**config.mk**
```make
export PLATFORM = sky130hd
export DESIGN_NAME = snake_field_reader_flat
export DESIGN_NICKNAME = d
export VERILOG_FILES = /design/src/rtl/snake_pkg.sv /design/src/rtl/snake_field_reader_if.sv /design/src/rtl/snake_hex7seg.sv /design/src/rtl/snake_field_reader.sv /design/src/flat_wrapper.sv
export SDC_FILE = /design/constraint.sdc
export NUM_CORES = 1
export LEC_CHECK = 0
export CAP_MARGIN = 20
export CORE_MARGIN = 2
export CORE_UTILIZATION = 48
export DETAILED_ROUTE_END_ITERATION = 8
export PLACE_DENSITY = 0.79
export SLEW_MARGIN = 0
export SYNTH_ARGS = -nofsm -noshare
export SYNTH_HDL_FRONTEND = slang
export SYNTH_HIERARCHICAL = 1
export SYNTH_SLANG_ARGS = --single-unit
```
**constraint.sdc**
```tcl
create_clock -name clk -period 1.75 [get_ports clk]
set_input_delay 0.35 -clock clk [delete_from_list [all_inputs] [get_ports clk]]
set_output_delay 0.35 -clock clk [all_outputs]
set_load 0.005 [all_outputs]
```
**src/rtl/snake_pkg.sv**
```systemverilog
// Shared constants and types for the snake field read path: field geometry, cell encoding,
// reader FSM states and the hex-to-seven-segment table.
package snake_pkg;

  localparam int unsigned FIELD_W = 8;
  localparam int unsigned FIELD_H = 8;
  localparam int unsigned CELL_W  = 2;
  localparam int unsigned ADDR_W  = 6;
  localparam int unsigned ROW_W   = 3;
  localparam int unsigned COL_W   = 3;

  localparam logic [CELL_W-1:0] CELL_EMPTY = 2'b00;

  typedef enum logic [2:0] {
    StIdle,
    StRead,
    StWait,
    StSend,
    StDone
  } reader_state_e;

  // Entry n is {g,f,e,d,c,b,a} for hex digit n; entry 0 is the rightmost element.
  localparam logic [15:0][6:0] HEX7SEG = {
    7'h71, 7'h79, 7'h5E, 7'h39, 7'h7C, 7'h77, 7'h6F, 7'h7F,
    7'h07, 7'h7D, 7'h6D, 7'h66, 7'h4F, 7'h5B, 7'h06, 7'h3F
  };

endpackage

```
**src/rtl/snake_field_reader_if.sv**
```systemverilog
// Field-store read bus and row stream between the field reader, the store and the display.
interface snake_field_reader_if;

  logic                              rd_en;
  logic [snake_pkg::ADDR_W-1:0]      rd_addr;
  logic [snake_pkg::CELL_W-1:0]      rd_data;
  logic                              row_valid;
  logic                              row_ready;
  logic [snake_pkg::ROW_W-1:0]       row_idx;
  logic [snake_pkg::FIELD_W-1:0]     row_bits;

  modport master (
    output rd_en, rd_addr, row_valid, row_idx, row_bits,
    input  rd_data, row_ready
  );

  modport slave (
    input  rd_en, rd_addr, row_valid, row_idx, row_bits,
    output rd_data, row_ready
  );

endinterface

```
**src/rtl/snake_hex7seg.sv**
```systemverilog
// Combinational hex nibble to active-high {g..a} segment pattern.
module snake_hex7seg
  import snake_pkg::*;
(
  input  logic [3:0] nibble,
  output logic [6:0] seg
);

  assign seg = HEX7SEG[nibble];

endmodule

```
**src/rtl/snake_field_reader.sv**
```systemverilog
// Scans the 8x8 snake field row by row, streams packed row bitmaps and shows the
// per-frame occupied-cell count on a seven-segment digit.
module snake_field_reader
  import snake_pkg::*;
(
  input  logic                 clk,
  input  logic                 rst_n,
  input  logic                 frame_start,
  output logic                 busy,
  snake_field_reader_if.master bus,
  output logic                 frame_done,
  output logic                 segA,
  output logic                 segB,
  output logic                 segC,
  output logic                 segD,
  output logic                 segE,
  output logic                 segF,
  output logic                 segG,
  output logic                 segDP
);

  localparam logic [COL_W-1:0] LastCol  = COL_W'(FIELD_W - 1);
  localparam logic [ROW_W-1:0] LastRow  = ROW_W'(FIELD_H - 1);
  localparam logic [6:0]       MaxCount = 7'(FIELD_W * FIELD_H);

  reader_state_e      state_q;
  logic [COL_W-1:0]   col_q;
  logic [ROW_W-1:0]   row_q;
  logic               rd_en_q;
  logic               samp_q;
  logic [FIELD_W-1:0] shreg_q;
  logic [FIELD_W-1:0] row_bits_q;
  logic               row_valid_q;
  logic               busy_q;
  logic               done_q;
  logic [6:0]         count_q;
  logic [6:0]         seg_q;
  logic               dp_q;

  logic               occ;
  logic [FIELD_W-1:0] shift_nxt;
  logic [6:0]         seg_nxt;

  // Columns arrive in order 0..7, so shifting in at the MSB leaves column c at bit c.
  assign occ       = (bus.rd_data != CELL_EMPTY);
  assign shift_nxt = {occ, shreg_q[FIELD_W-1:1]};

  snake_hex7seg u_hex7seg (
    .nibble (count_q[3:0]),
    .seg    (seg_nxt)
  );

  always_ff @(posedge clk or negedge rst_n) begin
    if (!rst_n) begin
      state_q     <= StIdle;
      col_q       <= '0;
      row_q       <= '0;
      rd_en_q     <= 1'b0;
      samp_q      <= 1'b0;
      shreg_q     <= '0;
      row_bits_q  <= '0;
      row_valid_q <= 1'b0;
      busy_q      <= 1'b0;
      done_q      <= 1'b0;
      count_q     <= '0;
      seg_q       <= '0;
      dp_q        <= 1'b0;
    end else begin
      // Store has one cycle of read latency: sample the cycle after each strobe.
      samp_q <= rd_en_q;
      if (samp_q) begin
        shreg_q <= shift_nxt;
        if (occ && (count_q < MaxCount)) begin
          count_q <= count_q + 7'd1;
        end
      end

      unique case (state_q)
        StIdle: begin
          if (frame_start) begin
            state_q <= StRead;
            busy_q  <= 1'b1;
            rd_en_q <= 1'b1;
            col_q   <= '0;
            row_q   <= '0;
            count_q <= '0;
          end
        end
        StRead: begin
          if (col_q == LastCol) begin
            rd_en_q <= 1'b0;
            state_q <= StWait;
          end else begin
            col_q <= col_q + COL_W'(1);
          end
        end
        StWait: begin
          state_q     <= StSend;
          row_valid_q <= 1'b1;
          row_bits_q  <= shift_nxt;
        end
        StSend: begin
          if (bus.row_ready) begin
            row_valid_q <= 1'b0;
            if (row_q == LastRow) begin
              state_q <= StDone;
              done_q  <= 1'b1;
              seg_q   <= seg_nxt;
              dp_q    <= (count_q > 7'd15);
            end else begin
              state_q <= StRead;
              row_q   <= row_q + ROW_W'(1);
              col_q   <= '0;
              rd_en_q <= 1'b1;
            end
          end
        end
        StDone: begin
          state_q <= StIdle;
          done_q  <= 1'b0;
          busy_q  <= 1'b0;
        end
        default: state_q <= StIdle;
      endcase
    end
  end

  assign busy          = busy_q;
  assign frame_done    = done_q;
  assign bus.rd_en     = rd_en_q;
  assign bus.rd_addr   = {row_q, col_q};
  assign bus.row_valid = row_valid_q;
  assign bus.row_idx   = row_q;
  assign bus.row_bits  = row_bits_q;

  assign segA  = seg_q[0];
  assign segB  = seg_q[1];
  assign segC  = seg_q[2];
  assign segD  = seg_q[3];
  assign segE  = seg_q[4];
  assign segF  = seg_q[5];
  assign segG  = seg_q[6];
  assign segDP = dp_q;

endmodule

```
**src/flat_wrapper.sv**
```systemverilog
// flat-port wrapper written by rule: the top's interface ports become plain ports
module snake_field_reader_flat import snake_pkg::*;
  (clk, rst_n, frame_start, busy, frame_done, segA, segB, segC, segD, segE, segF, segG, segDP, bus_rd_en, bus_rd_addr, bus_row_valid, bus_row_idx, bus_row_bits, bus_rd_data, bus_row_ready);
  snake_field_reader_if bus_i ();
  input  logic clk;
  input  logic rst_n;
  input  logic frame_start;
  output logic busy;
  output logic frame_done;
  output logic segA;
  output logic segB;
  output logic segC;
  output logic segD;
  output logic segE;
  output logic segF;
  output logic segG;
  output logic segDP;
  output wire logic [$bits(bus_i.rd_en)-1:0] bus_rd_en;
  output wire logic [$bits(bus_i.rd_addr)-1:0] bus_rd_addr;
  output wire logic [$bits(bus_i.row_valid)-1:0] bus_row_valid;
  output wire logic [$bits(bus_i.row_idx)-1:0] bus_row_idx;
  output wire logic [$bits(bus_i.row_bits)-1:0] bus_row_bits;
  input wire logic [$bits(bus_i.rd_data)-1:0] bus_rd_data;
  input wire logic [$bits(bus_i.row_ready)-1:0] bus_row_ready;
  assign bus_rd_en = bus_i.rd_en;
  assign bus_rd_addr = bus_i.rd_addr;
  assign bus_row_valid = bus_i.row_valid;
  assign bus_row_idx = bus_i.row_idx;
  assign bus_row_bits = bus_i.row_bits;
  assign bus_i.rd_data = bus_rd_data;
  assign bus_i.row_ready = bus_row_ready;
  snake_field_reader u_core (.clk(clk), .rst_n(rst_n), .frame_start(frame_start), .busy(busy), .bus(bus_i), .frame_done(frame_done), .segA(segA), .segB(segB), .segC(segC), .segD(segD), .segE(segE), .segF(segF), .segG(segG), .segDP(segDP));
endmodule
```
After elaboration in Yosys (flattened, before gate mapping)
Memories as Yosys holds them, arrays and structs flattened. A register that Yosys moved wholly into a read port is not among the register bits.
Index checks and enable logic that the tools add are counted.
- memories: 1
- word-level logic and storage cells: 75
- ROM bits: 112
- bits in registers: 38
- equal/unequal tests: 12
- reduce and logical (&&, ||, !) cells: 17
- add/sub/neg operators: 3
- multiplexer cells: 28
- $lt $le $gt $ge: 2
- memories (memory ; words ; bits a word ; read ports ; clocked after memory_dff ; write ports ; RTL line ; RTL):
    (name not given) ; 16 ; 7 ; 1 ; 1 ; 0 ; snake_hex7seg.sv:9 ; assign seg = HEX7SEG[nibble];
- operator list (operator ; count):
    3-bit two-way mux ; 10
    7-bit two-way mux ; 4
    3-bit case mux with 4 select lines ; 1
    5-bit AND reduction ; 2
    2-bit nonzero test ; 5
    3-bit equality test, second input constant ; 3
    3-bit case mux with 3 select lines ; 1
    3-bit AND reduction ; 3
    2-bit inequality test, second input constant ; 4
    7-bit by 1-bit adder with 7-bit output, second input constant ; 1
    7-bit by 4-bit > comparator with 1-bit output, second input constant ; 1
    7-bit < comparator, second input constant ; 1
    1-bit two-way mux ; 7
    3-bit by 1-bit adder with 3-bit output, second input constant ; 2
    3-bit by 2-bit equality test with 1-bit output, second input constant ; 2
    1-bit case mux with 2 select lines ; 3
    3-bit case mux with 2 select lines ; 1
    2-bit by 1-bit inequality test with 1-bit output, second input constant ; 2
    2-bit AND reduction ; 2
    4-bit AND reduction ; 1
    3-bit by 1-bit equality test with 1-bit output, second input constant ; 1
    3-bit zero test ; 1
    1-bit case mux with 3 select lines ; 1
    3-bit nonzero test ; 1
    other kinds (2) ; 2

Depth between registers and ports, before layout
Gate-level depths: netlist of run 1.
- depth after elaboration: 6
- gate-level depth with buffers: 6

By module
Netlist of run 1, hierarchy kept.
- modules (own cells, without submodules) (module ; cells each ; instances ; area an instance (sq um)):
    snake_field_reader ; 149 ; 1 ; 1926.8
    snake_hex7seg ; 33 ; 1 ; 290.3

Worst setup path after synthesis of run 1
OpenSTA, ideal clock, no wires.
- kind: register to register
- start: register u_core.col_q[0]
- end: register u_core.col_q[0]
- arrival: 1.664 ns
- setup time: 0.125 ns
- buffers on the path: 0
- stages on the path, launching flop included: 6
- period minus slack after synthesis: 1.789 ns
- required time: 1.625 ns
- slack: -0.039 ns
- path through: dfrtp_1 -> ha_1 -> ha_1 -> and3b_2 -> a2111o_1 -> mux2_2
- longest elaborated chain between the ends: 3
- ends and longest elaborated chain (element ; RTL line ; RTL):
    start: declaration ; snake_field_reader.sv:27 ; logic [COL_W-1:0] col_q;
    start signal: assignment ; snake_field_reader.sv:94 ; col_q <= col_q + COL_W'(1);
    3-bit by 1-bit adder with 3-bit output / 3-bit equality test (equally long branches) ; snake_field_reader.sv:94, snake_field_reader.sv:90 ;
    3-bit two-way mux / 2-bit inequality test (equally long branches) ; - ;
    3-bit case mux with 3 select lines / 5-bit AND reduction (equally long branches) ; - ;
Several ways; a longest one is shown, not always the timed one. The select of a mux whose other input is x is not followed.
A chain may end at the register's enable or synchronous reset.

Worst setup path in the final report of run 1
- start: register u_core.col_q[1]
- end: register u_core.col_q[0]
- longest elaborated chain between the ends: 3
- ends and longest elaborated chain (element ; RTL line ; RTL):
    3-bit equality test ; snake_field_reader.sv:90 ; if (col_q == LastCol) begin
    2-bit inequality test (no source line) ; - ;
    5-bit AND reduction (no source line) ; - ;
No other way between the ends.

==> metrics, run 1 <==
Cells after DPL 281; core area 4410 um2; final HPWL from detailed placement 3090 um; worst slew pin tran 0.517 ns; total power after layout 0.00434 W; post-DR vias/cell 5.52; type of the tightest min-delay check input port to asynchronous set/reset pin; worst-path fanout max 3; overflow left after global routing 0; overall die width 72.0 um; number of setup buffers added after CTS 0; top-area cell type share of the netlist area 49.7%; Max Cap Violations 0; syn_nets 200; Post-synth EDFFs 0; headroom to the max-slew limit 65.6%; largest voltage drop on the vdd net 0.000945 V; leakage dissipation 1.28 nW; proportion of layout cells with a drive suffix above 1 31.6%; y dimension of the die 72.0 um; commonest non-fill, non-tap cell in the layout sky130_fd_sc_hd__dfrtp_1; commonest cells after routing, fill and taps aside 44 x sky130_fd_sc_hd__dfrtp_1, 33 x sky130_fd_sc_hd__clkdlybuf4s50_1, 26 x sky130_fd_sc_hd__mux2_2, 25 x sky130_fd_sc_hd__buf_4, 13 x sky130_fd_sc_hd__a21oi_1; total via count in the routed design 1594; number of warnings issued by yosys 6; Mapped Avg Cell Area 12.2 um2; net switching share of the total power 31.8%; dominant cells by area after synthesis sky130_fd_sc_hd__dfrtp_1 50%, sky130_fd_sc_hd__mux2_2 13%, sky130_fd_sc_hd__ha_1 6.8%; Post-route DRC 0; clock buffer depth 2; clock root buffer sky130_fd_sc_hd__clkbuf_8; area added between synthesis and finish 29.5%; number of endpoints with negative hold slack in the final report 0; share of flip-flops with an asynchronous set or reset 100%; Clock Skews 0.00366 ns; unrepaired setup endpoints after global routing yes; Core Rows 24; final cell utilization of the core 65.0%; number of standard cells in the layout, taps in and fillers out 289; combined area of all synthesized cells 2220 um2; flip-flop cell with the highest count after synthesis sky130_fd_sc_hd__dfrtp_1; Pre-antenna DRT Iters 4; maximum number of pins on one net before global-route repair 25; post-route minimum period 1.73 ns; effective utilization at floorplan 50.2%; total routing usage reported by global routing 18.3%; vias in the first global route 1572; CP arrival 1.92 ns; antenna diode count 0; antenna violation net count after detailed routing 0; global-route wire length before repair 7390 um; Yosys reg bits 44; Clk Latency, worst-skew pair 0.30 ns; number of sinks handled by clock tree synthesis 44; share of the yosys chip area belonging to registers 49.7%; final setup violating endpoints 0; pwr dens 1510 nW/um2; area enclosed by the die boundary 5180 um2; Starting DRT DRC Count 55; total wire length after detailed routing 4370 um; number of nets in the layout 254; total CTS buffers 5; distinct cell type count of the synthesized netlist 42; Hold-fix buffers, CTS 0; number of buffers added on ports 34; logic gate share of total power 46.0%; Final Wtd Congestion 0.804; minimum setup slack among reg-to-reg paths 0.02 ns; crit share post-route 98.7%; number of pins with negative max-slew slack in the final report 0; Worst Setup Path Type flop to flop; initial antenna violation count 0; Pint 0.00296 W; H-tree levels 2; clock tree from TritonCTS built; fmax 0.579 GHz; Switch Pwr 0.00138 W; kind of end point of the critical path flop; status finished, final reports clean; sequential cell fraction of total power 36.4%; kind of launch point of the worst setup path flop; clock network fraction of total power 17.6%; clock transition at the register clock pins on the worst setup and hold paths after CTS 0.08 ns; gate count of the mapped netlist 182; routed len/inst 15.1 um; I/O pin cnt 35; sum of negative setup slack 0 ns; Req. time, crit path 1.94 ns; dominant cell type by area after synthesis sky130_fd_sc_hd__dfrtp_1
-- power groups by stage --
| stage | logic [W] | clock network, W | registers (W) |
|---|---|---|---|
| final | 0.00200 | 0.000764 | 0.00158 |
| after floorplan | 0.00112 | 0 | 0.00159 |
| after CTS | 0.00200 | 0.000786 | 0.00158 |
| after detailed placement | 0.00197 | 0 | 0.00160 |
| after global routing | 0.00222 | 0.000831 | 0.00163 |
| after global placement | 0.00191 | 0 | 0.00158 |
-- registers in the layout, indices dropped and copies added (netlist names) --
name	count
u_core/bus.rd_en	1
u_core/bus.row_bits	8
u_core/bus.row_idx	3
u_core/bus.row_valid	1
u_core/busy	1
u_core/col_q	3
u_core/count_q	7
u_core/frame_done	1
u_core/samp_q	1
u_core/segDP	1
u_core/seg_q	7
u_core/shreg_q	7
u_core/state_q	3
-- Yosys cell counts, drive strengths merged, types with 2 or more instances --
cell type	n
nor2	7
clkbuf	2
ha	12
nor3b	2
inv	7
nand3b	3
nand3	3
nor4b	4
mux2i	2
mux2	27
nor2b	2
a22o	4
nor3	3
a21o	2
o21ai	5
a21oi	13
or3b	2
or4	3
nand2	6
buf	11
o31ai	4
dfrtp	44
-- repair_timing --
| item | CTS | global route |
|---|---|---|
| pin swaps | 1 | 1 |
| endpoints found under the setup margin | 3 | 3 |
| gates resized for setup | 2 | 3 |
-- cell families (layout without fill, tap and decap cells) --
family / Yosys count / after routing / synth area share (%)
flip-flops: 44 / 44 / 49.7
AND/OR/NAND/NOR: 41 / 41 / 11.5
AO/OA/AOI/OAI: 35 / 35 / 10.9
multiplexers: 30 / 30 / 16.0
buffers and inverters: 20 / 75 / 5.14
adder cells (fa/ha/maj): 12 / 12 / 6.77
-- cell type report --
type,count,area (um2)
timing repair buffer,60,543
sequential,44,1100
inverter,7,26.3
clock buffer,6,72.6
fill,356,1540
tap,52,65.1
multi-input combinational,118,1030
clock inverter,2,35.0
-- per-stage QoR --
step | setup slack [ns] | area, um2 | hold WS, ns
after detailed placement | -0.161 | 2740 | 0.362
after CTS | 0.0166 | 2850 | 0.0404
after global placement | -0.130 | 2740 | 0.357
after global routing | -0.0390 | 2870 | 0.0532
final | 0.0225 | 2870 | 0.0192
after floorplan | 0.00969 | 2220 | 0.0544
-- worst paths after layout --
check                      cells past startpoint           endpoint        startpoint
max                                            5    u_core/col_q[0]   u_core/col_q[1]
min                                            1    u_core/seg_q[4]             rst_n
max reg2reg                                    5    u_core/col_q[0]   u_core/col_q[1]
min reg2reg                                    0      u_core/samp_q  u_core/bus.rd_en
max in group asynchronous                      2  u_core/count_q[6]             rst_n
min in group clk                               0      u_core/samp_q  u_core/bus.rd_en
-- worst max-delay path, stage by stage (launching register included) --
cell and delay [ns]:
sky130_fd_sc_hd__dfrtp_1 0.39, sky130_fd_sc_hd__ha_2 0.20, sky130_fd_sc_hd__ha_4 0.15, sky130_fd_sc_hd__and3b_2 0.21, sky130_fd_sc_hd__a2111o_1 0.39, sky130_fd_sc_hd__mux2_2 0.27
-- routing by layer --
layer	global-route usage [%]	vias to the layer above	routed length [um]
met5	0	-	0
met1	24.9	776	2010
met4	5.66	0	43
li1	-	774	-
met3	4.44	4	212
met2	29.3	40	2110
Note: power is estimated with default switching activity, not from simulation.
==> inputs of run 2 (changes only) <==
- PLACE_DENSITY: 0.79 -> 0.84
==> run 2 against run 1 <==
  * Register-to-register slack worse by 0.04 ns
  * Clock skew rose by 0.0042 ns
  * Global-route usage is 0.26 points higher
  * Critical endpoint is now u_core/col_q[1]
  * Fmax is 2.5% lower
  * Combinational power increased by 3%
  * Largest power group unchanged
  * The flow now finishes with violations (negative setup slack)
  * Critical path type unchanged
  * Routed wire length is 6.5% higher
==> metrics, run 2 (synthesis gave the netlist of run 1 again) <==
status finished with violations; failing checks negative setup slack; kind of launch point of the worst setup path flop; total wire length after detailed routing 4660 um (+6.5%); number of buffers added on ports 34 (unchanged); launching element of the worst setup path u_core/col_q[0]; core area 4410 um2 (unchanged); overflow left after global routing 0 (unchanged); post-route cell area 2950 um2 (+2.7%); antenna violation net count after detailed routing 0 (unchanged); vias in the first global route 1622 (+3.2%); initial antenna violation count 0 (unchanged); Post-route DRC 0 (unchanged); total via count in the routed design 1619 (+1.6%); Max Cap Violations 0 (unchanged); crit share post-route 101% (+2.5 points); post-route minimum period 1.77 ns (+0.0436 ns); Cells after DPL 280 (-0.36%); commonest cells after routing, fill and taps aside 44 x sky130_fd_sc_hd__dfrtp_1, 30 x sky130_fd_sc_hd__clkdlybuf4s50_1, 25 x sky130_fd_sc_hd__buf_4, 17 x sky130_fd_sc_hd__mux2_2, 13 x sky130_fd_sc_hd__a21oi_1; leakage dissipation 1.32 nW (+3.9%); Crit path buffers/inverters 0 (unchanged); commonest non-fill, non-tap cell in the layout sky130_fd_sc_hd__dfrtp_1; type of the tightest min-delay check input port to asynchronous set/reset pin; Post-DP Area 2720 um2 (-0.73%); Req. time, crit path 1.95 ns (about the same); slowest library cell on the worst path sky130_fd_sc_hd__a2111o_1; I/O pin cnt 35 (unchanged); antenna diode count 0 (unchanged); final HPWL from detailed placement 2980 um (-3.5%); proportion of layout cells with a drive suffix above 1 33.9% (+2.2 points); Pre-antenna DRT Iters 4 (unchanged); fmax 0.565 GHz (-2.5%); final setup violating endpoints 3 (+3); Clock Skews 0.00782 ns (+0.00416 ns); effective utilization at floorplan 50.2% (unchanged); global-route wire length before repair 7520 um (+1.8%); CP arrival 1.97 ns (+0.05 ns); total routing usage reported by global routing 18.6% (+0.26 points); unrepaired setup endpoints after global routing yes; final cell utilization of the core 66.8% (+1.8 points); Worst Setup Path Type flop to flop; clock tree from TritonCTS built; number of nets in the layout 256 (+0.79%); total power after layout 0.00434 W (about the same); post-DR vias/cell 5.56 (+0.87%); Core Rows 24 (unchanged); Hold-fix buffers, CTS 0 (unchanged); number of endpoints with negative hold slack in the final report 0 (unchanged); clock transition at the register clock pins on the worst setup and hold paths after CTS 0.09 ns (about the same); number of standard cells in the layout, taps in and fillers out 291 (+0.69%); Starting DRT DRC Count 77 (+40%); number of sinks handled by clock tree synthesis 44 (unchanged); pwr dens 1470 nW/um2 (-2.7%); number of pins with negative max-slew slack in the final report 0 (unchanged); worst slew pin tran 0.559 ns (+0.0422 ns); FF-to-FF Start u_core/col_q[0]; Fin Hold WS 0.118 ns (+0.0985 ns); area added between synthesis and finish 33.0%; area enclosed by the die boundary 5180 um2 (unchanged); maximum number of pins on one net before global-route repair 45 (+80%); Final Wtd Congestion 0.833 (+3.6%); total CTS buffers 5 (unchanged); Critical Path Max Stage Delay 0.41 ns (+0.02 ns); clock buffer depth 2 (unchanged); y dimension of the die 72.0 um (unchanged); headroom to the max-slew limit 62.7% (-2.8 points); overall die width 72.0 um (unchanged); Clk Latency, worst-skew pair 0.31 ns (about the same); kind of end point of the critical path flop; clock root buffer sky130_fd_sc_hd__clkbuf_8; category of cells accounting for the largest share of critical-path delay compound AO/OA/AOI/OAI gates; smallest setup slack after layout -0.0211 ns (-0.0436 ns); H-tree levels 2 (unchanged); largest voltage drop on the vdd net 0.000860 V (-8.9%); routed len/inst 16.0 um (+5.7%); worst-path fanout max 3 (unchanged); worst path cell trace ha_2, ha_4, and3b_2, a2111o_1, a22o_2; flip-flop count of the largest register after layout 8 (unchanged)
run 2: changes by cell type in the layout (fill, tap and decap cells not counted), sizes merged:
cell           previous run  this run
clkdlybuf4s50            33        30
buf                      27        29
dlymetal6s2s              0         2
bufinv                    1         0
dlygate4sd2               0         1
inv                       7         8
run 2: power breakdown:
part	total, W	switching, W	internal, W
Clock	0.000688	0.000365	0.000323
Sequential	0.00160	0.000267	0.00133
Combinational	0.00205	0.000818	0.00123
Total	0.00434	0.00145	0.00289
run 2: path summary, 6_finish.rpt:
| path | end | slack, ns | cells past startpoint |
|---|---|---|---|
| min in group clk | u_core/samp_q | 0.42 | 0 |
| max reg2reg | u_core/col_q[1] | -0.02 | 5 |
| min reg2reg | u_core/samp_q | 0.42 | 0 |
| max in group asynchronous | u_core/count_q[4] | 1.26 | 2 |
| min | u_core/seg_q[3] | 0.12 | 2 |
| max | u_core/col_q[1] | -0.02 | 5 |
run 2: timing repair:
item	in CTS	in global routing
pin swaps	2	2
endpoints found under the hold margin	0	0
resized for setup	9	19
cloned	1	0
endpoints found under the setup margin	11	14
buffers inserted	2	0
run 2: metal layers:
layer  routed length (um)  track usage (%)  part of all wire [%]
met5                    0                0                     0
met4                   74             5.87                   1.6
met3                  286             4.86                   6.1
met2                 2210             29.8                    47
met1                 2090             24.9                    45
run 2: area by class of cell:
| type | instances | area [um2] |
|---|---|---|
| fillers | 335 | 1470 |
| flip-flops and latches | 44 | 1100 |
| multi-input cells | 118 | 1100 |
| repair buffers | 62 | 561 |
| clock buffers | 6 | 82.6 |
| well taps | 52 | 65.1 |
| inverters | 7 | 26.3 |
| clock inverters | 2 | 13.8 |
run 2: metrics by stage:
step | worst slack (ns) | TNS (ns)
5_1_grt | -0.0482 | -0.300
3_5_place_dp | -0.192 | -2.03
3_3_place_gp | -0.171 | -1.84
6_report | -0.0211 | -0.0436
2_1_floorplan | 0.00969 | 0
4_1_cts | 0.00186 | 0
==> inputs of run 3 (changes only) <==
- GPL_TIMING_DRIVEN: default -> 0
==> run 3 against run 2 <==
  * The run still ends with negative setup slack left
  * Clock skew down 0.0012 ns
  * Register-to-register slack worse by 0.02 ns
  * Worst setup slack got worse by 0.024 ns
  * Die area did not move
  * Via count decreased by 0.12%
  * Sequential share of layout area rose by 0.71 points
  * Clock-buffer cell count shrank 1
  * Global-route usage is 0.39 points lower
  * Routed wire length decreased by 6.3%
  * Core utilization fell by 1.1 points
  * Largest cell class unchanged
  * Largest power group unchanged
==> metrics, run 3 (synthesis gave the netlist of run 1 again) <==
# fillers 342 (+2.1%); number of nets in the layout 257 (+0.39%); worst-path fanout max 3 (unchanged); antenna violation net count after detailed routing 0 (unchanged); headroom to the max-slew limit 62.3% (-0.45 points); Hold-fix buffers, CTS 0 (unchanged); number of buffers added on ports 34 (unchanged); y dimension of the die 72.0 um (unchanged); Crit path buffers/inverters 0 (unchanged); failing checks negative setup slack; worst path cell trace ha_2, ha_4, and3b_2, a2111o_1, mux2_4; flip-flop count of the largest register after layout 8 (unchanged); Clock Skews 0.00667 ns (-0.00116 ns); minimum setup slack among reg-to-reg paths -0.05 ns (-0.02 ns); final cell utilization of the core 65.7% (-1.1 points); area added between synthesis and finish 30.8%; number of sinks handled by clock tree synthesis 44 (unchanged); Starting DRT DRC Count 52 (-32%); total wire length after detailed routing 4360 um (-6.3%); H-tree levels 2 (unchanged); category of cells accounting for the largest share of critical-path delay compound AO/OA/AOI/OAI gates; Post-route DRC 0 (unchanged); CP arrival 1.97 ns (about the same); slowest library cell on the worst path sky130_fd_sc_hd__a2111o_1; clock buffer depth 2 (unchanged); routed len/inst 15.0 um (-6.3%); Pre-antenna DRT Iters 4 (unchanged); I/O pin cnt 35 (unchanged); vias in the first global route 1575 (-2.9%); final HPWL from detailed placement 2890 um (-3.1%); overall die width 72.0 um (unchanged); Fin Hold WS 0.0165 ns (-0.101 ns); total via count in the routed design 1617 (-0.12%); Worst Setup Path Type flop to flop; proportion of layout cells with a drive suffix above 1 33.5% (-0.42 points); logic depth of the worst setup path including buffers 5 (unchanged); number of endpoints with negative hold slack in the final report 0 (unchanged); total routing usage reported by global routing 18.2% (-0.39 points); post-DR vias/cell 5.56 (-0.12%); depth of the worst register-to-register path 5 (unchanged); Final Wtd Congestion 0.840 (+0.94%); unrepaired setup endpoints after global routing yes; kind of end point of the critical path flop; clock root buffer sky130_fd_sc_hd__clkbuf_8; smallest setup slack after layout -0.0454 ns (-0.0243 ns); leakage dissipation 1.33 nW (+0.65%); Critical Path Max Stage Delay 0.43 ns (+0.02 ns); post-route cell area 2900 um2 (-1.7%); maximum number of pins on one net before global-route repair 26 (-42%); pwr dens 1470 nW/um2 (-0.32%); commonest non-fill, non-tap cell in the layout sky130_fd_sc_hd__dfrtp_1; final setup violating endpoints 3 (unchanged); initial antenna violation count 0 (unchanged); core area 4410 um2 (unchanged); Post-DP Area 2640 um2 (-2.9%); effective utilization at floorplan 50.2% (unchanged); area enclosed by the die boundary 5180 um2 (unchanged); Clk Latency, worst-skew pair 0.29 ns (-0.02 ns); endpoint of the lowest-slack register-to-register path u_core/col_q[0]; overflow left after global routing 0 (unchanged); antenna diode count 0 (unchanged); crit share post-route 103% (+1.4 points); Max Cap Violations 0 (unchanged); kind of launch point of the worst setup path flop; largest voltage drop on the vdd net 0.000886 V (+3.0%); fmax 0.557 GHz (-1.4%); post-route minimum period 1.80 ns (+0.0243 ns); type of the tightest min-delay check input port to asynchronous set/reset pin; status finished with violations; FF-to-FF Start u_core/col_q[1]; clock transition at the register clock pins on the worst setup and hold paths after CTS 0.08 ns (about the same); worst slew pin tran 0.558 ns (-0.00104 ns); number of pins with negative max-slew slack in the final report 0 (unchanged); clock tree from TritonCTS built; total CTS buffers 5 (unchanged); global-route wire length before repair 7350 um (-2.3%); Core Rows 24 (unchanged); commonest cells after routing, fill and taps aside 42 x sky130_fd_sc_hd__dfrtp_1, 29 x sky130_fd_sc_hd__clkdlybuf4s50_1, 25 x sky130_fd_sc_hd__mux2_2, 20 x sky130_fd_sc_hd__buf_4, 13 x sky130_fd_sc_hd__a21oi_1; Req. time, crit path 1.92 ns (-0.03 ns)
-- run 3: changes by cell type in the layout (fill, tap and decap cells not counted), sizes merged --
cell           change
buf                -2
clkbuf             +2
clkdlybuf4s50      -1
clkinvlp           +1
dlygate4sd2        -1
dlymetal6s2s       +2
inv                -1
-- run 3: cell type report --
type                    count  area [um2]  area share (%)
repair buffers             50         478            16.5
well taps                  52        65.1            2.24
clock buffers               5        68.8            2.37
flip-flops and latches     44        1100            38.1
inverters                   7        26.3           0.906
clock inverters             2        12.5           0.432
plain buffers              13        90.1            3.11
multi-input cells         118        1050            36.4
-- run 3: worst max-delay path by stage --
stage                          start                endpoint
2_1_floorplan  u_core/bus.row_idx[0]         u_core/col_q[0]
3_3_place_gp                   rst_n  u_core/bus.row_bits[5]
3_5_place_dp             frame_start       u_core/count_q[5]
4_1_cts        u_core/bus.row_idx[0]          bus_row_idx[0]
5_1_grt              u_core/col_q[1]         u_core/col_q[0]
6_report             u_core/col_q[1]         u_core/col_q[0]
-- run 3: where the power goes --
group	total (W)	switching, W	internal [W]
Sequential	0.00160	0.000259	0.00134
Clock	0.000602	0.000332	0.000270
Combinational	0.00205	0.000815	0.00124
-- run 3: routing by layer --
layer	wire length, um	track usage (%)
met5	0	0
met4	38	3.98
met3	215	5.14
met1	2040	25.7
met2	2070	28.3
-- run 3: what timing repair did --
action | 4_1_cts | 5_1_grt
cloned | 0 | 1
gates resized for setup | 6 | 13
pin swaps | 1 | 4
setup endpoints to repair | 4 | 14
setup buffers | 10 | 4
-- run 3: through the flow --
stage                     total power, W  TNS (ns)  worst slack (ns)  instances
after floorplan                  0.00271         0           0.00969        182
after global placement           0.00331    -39.50            -0.844        268
after detailed placement         0.00338     -2.56            -0.227        269
after CTS                        0.00418         0            0.0165        286
after global routing             0.00458    -0.235           -0.0740        291
final                            0.00425   -0.0735           -0.0454        291
